### config.mk
export PLATFORM = sky130hd
export DESIGN_NAME = sysid_read_port
export DESIGN_NICKNAME = d
export VERILOG_FILES = /design/src/rtl/sysid_checker_pkg.sv /design/src/rtl/sysid_read_port.sv
export SDC_FILE = /design/constraint.sdc
export NUM_CORES = 1
export LEC_CHECK = 0
export CORE_MARGIN = 4
export CORE_UTILIZATION = 32
export DETAILED_ROUTE_END_ITERATION = 8
export GPL_TIMING_DRIVEN = 0
export PLACE_DENSITY = 0.84
export SYNTH_ARGS = -nofsm -noshare
export SYNTH_HDL_FRONTEND = slang
export SYNTH_SLANG_ARGS = --single-unit
### constraint.sdc
create_clock -name clock -period 2.9 [get_ports clock]
set_input_delay 0.87 -clock clock [delete_from_list [all_inputs] [get_ports clock]]
set_output_delay 0.87 -clock clock [all_outputs]
set_load 0.005 [all_outputs]
### src/rtl/sysid_checker_pkg.sv
// Shared definitions for the boot-time system-ID checker: FSM encodings and
// the sysid slave word addresses.
package sysid_checker_pkg;

    typedef enum logic [2:0] {
        IDLE,
        RD_ID,
        WAIT_ID,
        RD_TS,
        WAIT_TS,
        DONE
    } sysid_state_e;

    typedef enum logic [1:0] {
        RP_IDLE,
        RP_REQ,
        RP_WAIT
    } rp_state_e;

    localparam logic SYSID_ADDR_ID = 1'b0;
    localparam logic SYSID_ADDR_TS = 1'b1;

endpackage

### src/rtl/sysid_read_port.sv
// One Avalon-MM read transaction: waitrequest handling, fixed read latency
// and a per-read timeout.
module sysid_read_port
    import sysid_checker_pkg::*;
#(
    parameter int READ_LATENCY   = 0,
    parameter int TIMEOUT_CYCLES = 255
) (
    input  logic        clock,
    input  logic        reset,
    input  logic        go,
    input  logic        address,
    output logic        avm_address,
    output logic        avm_read,
    input  logic [31:0] avm_readdata,
    input  logic        avm_waitrequest,
    output logic        rd_accept,
    output logic        rd_valid,
    output logic [31:0] rd_data,
    output logic        rd_timeout
);

    localparam int               CNT_W    = $clog2(TIMEOUT_CYCLES + 1);
    localparam logic [CNT_W-1:0] CNT_TC   = CNT_W'(TIMEOUT_CYCLES);
    localparam logic [1:0]       LAT_INIT = 2'((READ_LATENCY > 0) ? READ_LATENCY - 1 : 0);

    rp_state_e        state, state_nxt;
    logic [CNT_W-1:0] to_cnt;
    logic [1:0]       lat_cnt;
    logic             addr_q;
    logic             tc;

    assign tc          = (to_cnt == CNT_TC);
    assign avm_address = addr_q;
    assign rd_data     = avm_readdata;

    always_ff @(posedge clock) begin
        if (reset) begin
            state   <= RP_IDLE;
            to_cnt  <= '0;
            lat_cnt <= '0;
            addr_q  <= 1'b0;
        end else begin
            state <= state_nxt;
            if (go) begin
                to_cnt <= '0;
                addr_q <= address;
            end else if (state != RP_IDLE && !tc) begin
                to_cnt <= to_cnt + 1'b1;
            end
            if (rd_accept) begin
                lat_cnt <= LAT_INIT;
            end else if (state == RP_WAIT && lat_cnt != 2'd0) begin
                lat_cnt <= lat_cnt - 2'd1;
            end
        end
    end

    // Reaching the timeout count withdraws the read in that same cycle, so a
    // stalled read is held for exactly TIMEOUT_CYCLES cycles.
    always_comb begin
        state_nxt  = state;
        avm_read   = 1'b0;
        rd_accept  = 1'b0;
        rd_valid   = 1'b0;
        rd_timeout = 1'b0;
        case (state)
            RP_IDLE: begin
                if (go) state_nxt = RP_REQ;
            end
            RP_REQ: begin
                if (tc) begin
                    rd_timeout = 1'b1;
                    state_nxt  = RP_IDLE;
                end else begin
                    avm_read = 1'b1;
                    if (!avm_waitrequest) begin
                        rd_accept = 1'b1;
                        if (READ_LATENCY == 0) begin
                            rd_valid  = 1'b1;
                            state_nxt = RP_IDLE;
                        end else begin
                            state_nxt = RP_WAIT;
                        end
                    end
                end
            end
            RP_WAIT: begin
                if (tc) begin
                    rd_timeout = 1'b1;
                    state_nxt  = RP_IDLE;
                end else if (lat_cnt == 2'd0) begin
                    rd_valid  = 1'b1;
                    state_nxt = RP_IDLE;
                end
            end
            default: state_nxt = RP_IDLE;
        endcase
        if (go) state_nxt = RP_REQ;
    end

endmodule

==> metrics.txt <==
Inst Count DP=159; register area share after synthesis=25.5%; setup ws final=between 50 and 60 ps; Skew-Pair Late Insertion Delay=270 ps; WP buf/inv=2; status=completed; cell depth of the worst setup path=3; # port buffers=40; standard-cell rows=17; register area=200 um2; R2R depth=4; vias in the first global route=between 700 and 800; CP Launch Point=avm_waitrequest; Clk pin slew, worst setup/hold paths=about 60 ps; worst r2r src=to_cnt[0]$_SDFFE_PP0P_; grt total ovfl=0; worst hold stages=2; final wirelength=around 2000 um; drt first pass iters=4; core footprint=2280 um2; Min Hold Slack=a little under 500 ps; pwr dens=276 nW/um2; nets=175; fin crit share=98.1%; io pins=74; root buffer cell=clkbuf_4; first-pass GRT wire length=around 3300 um; Multi-input gate area=330 um2; Worst Path Arrival=1970 ps; Clock Path Buffers=2; setup violators final=0; peak supply drop=0.254 mV; largest net degree at the start of global routing=10; Tmin final=2840 ps; initial drt markers=10; die width=roughly 58 um; PnR Total Power=0.346 mW; Post-DRT Antenna Nets=0; RSZ-0062 raised after global routing=no; detailed placement HPWL=1620 um; initial antenna violation count=0; CTS tree=yes; Worst path slowest cell=clkdlybuf4s50_1; Area Overhead vs Synth=59.8%; fmax=352 MHz; final hold viol count=0; Syn Std Cell Area=785 um2; synthesized flop and latch total=10; Crit Path Class=primary input to primary output; DRC Markers=0; RR Endpoint=to_cnt[3]$_SDFFE_PP0P_; share of layout cells above drive strength 1=32.6%; CP most frequent cell=clkdlybuf4s50_1; most frequent cell after synthesis=buf_4; post-DR wirelength/cell=between 10 and 15 um; hold_sp=avm_address$_SDFFE_PP0P_; CP required=2030 ps; fin. max-slew vios=0; static leakage=between 0.5 and 0.6 nW; Avg Synthesized Cell Area=8.62 um2; dpl ws=-51.8 ps; die footprint=around 3300 um2; Non-Filler Instances=163; post-synth cell types=25; DR vias/cell=4.71; Slew Limit Headroom=70.2%; syn_nets=between 100 and 150; clock sinks=10; Hold WC Path Type=flop to flop; CTS H-tree depth=1; Post-synth EDFFs=0; R2R setup slack=between 1000 and 1500 ps; CP Cell Sequence=clkdlybuf4s50_1 > nor2b_2 > clkdlybuf4s50_1; measured slew at the worst slew-check pin=445 ps; asr flop ratio synth=0%; Starting Density=between 30% and 40%; final core utilization=around 55%; TritonCTS buffer count=3; Top FF cell, synth=dfxtp_1; diode count=0; Die Span Y=57.5 um; gr usage total=roughly 12%; GPL Wtd Cong=~0.7; Syn Inst Count=91; Fillers=191; Top delay family on crit path=buffers and inverters; synth top area cells=buf_4, dfxtp_1, mux2i_1; leading area contributor after synthesis=buf_4; area fraction of the dominant cell type after synthesis=31.6%; Hold EP=avm_address$_SDFFE_PP0P_; Via Count=about 770; critical path fanouts, max=2; Max-cap violations=0; Worst setup EP type=primary output; CP peak stage delay=roughly 500 ps; CP startpoint kind=primary input; clock skew=roughly 8.0 ps; YS warnings=0; top post-synthesis cells by count=buf_4, dfxtp_1, nand2_1
## cells in the final DEF, fill, tap and decap left out, types with 2 or more instances in the layout
master	netlist	routed
a31oi_1	2	2
clkbuf_4	0	3
a21oi_1	2	2
buf_4	33	34
clkdlybuf4s50_1	0	39
nand2_1	9	9
a211oi_1	3	3
nand3_1	2	2
nor2_1	3	3
nand4_1	2	2
inv_1	2	2
mux2i_1	6	6
dfxtp_1	10	10
or3_1	4	4
## state kept, by name, indices dropped and copies added, names as in the netlist
register / flops
avm_address: 1
to_cnt: 8
state: 1
## power breakdown
part / switching (mW) / total [mW] / internal, mW
Combinational: 0.0277 / 0.107 / 0.0794
Sequential: 0.00293 / 0.143 / 0.140
Clock: 0.0482 / 0.0962 / 0.0480
## per-stage QoR
stage	area, um2	setup TNS, ps
2_1_floorplan	785	0
3_3_place_gp	1220	-21.7
5_1_grt	1250	0
3_5_place_dp	1220	-51.8
4_1_cts	1250	0
6_report	1250	0
## cell type report
| type | count | area share (%) |
|---|---|---|
| timing repair buffer | 41 | 32.4 |
| multi-input combinational | 45 | 26.3 |
| buffer | 34 | 20.1 |
| sequential | 10 | 16.0 |
| tap | 28 | 2.79 |
| clock buffer | 3 | 1.80 |
| inverter | 2 | 0.599 |
## cell families (layout without fill, tap and decap cells)
logic type,after synthesis,in the layout,share of synthesized area (%)
adders and majority gates,1,1,1.59
AOI/OAI and AO/OA,12,12,13.7
DFF,10,10,25.5
muxes,6,6,7.66
buffers and inverters,36,80,33.0
and+or+nand+nor,26,26,18.5
## worst max path at each step
stage,to,slack (ps)
global placement,rd_valid,-20
detailed placement,rd_valid,-50
floorplan,rd_valid,720
global route,rd_accept,10
CTS,rd_accept,40
finish,rd_accept,60
## tightest hold or removal path: cells and delay by family (launching register included)
kind             cells  cell delay, ps
multiplexers         1              60
flip-flops           1             320
AND/OR/NAND/NOR      1              70
## per-layer routing
layer / track usage, % / up-vias / wire length, um
met4: 6.29 / 0 / 53
li1: - / 376 / -
met3: 5.20 / 7 / 266
met2: 22.3 / 55 / 1010
met5: 0 / - / 0
met1: 12.3 / 330 / 703
## repair_timing
item,4_1_cts,5_1_grt
pin swaps,1,1
endpoints found under the hold margin,0,0
setup buffers,1,0
hold buffers,0,0
resized for setup,2,1
endpoints found under the setup margin,1,1
No activity file was read; power rests on OpenSTA's default activity.
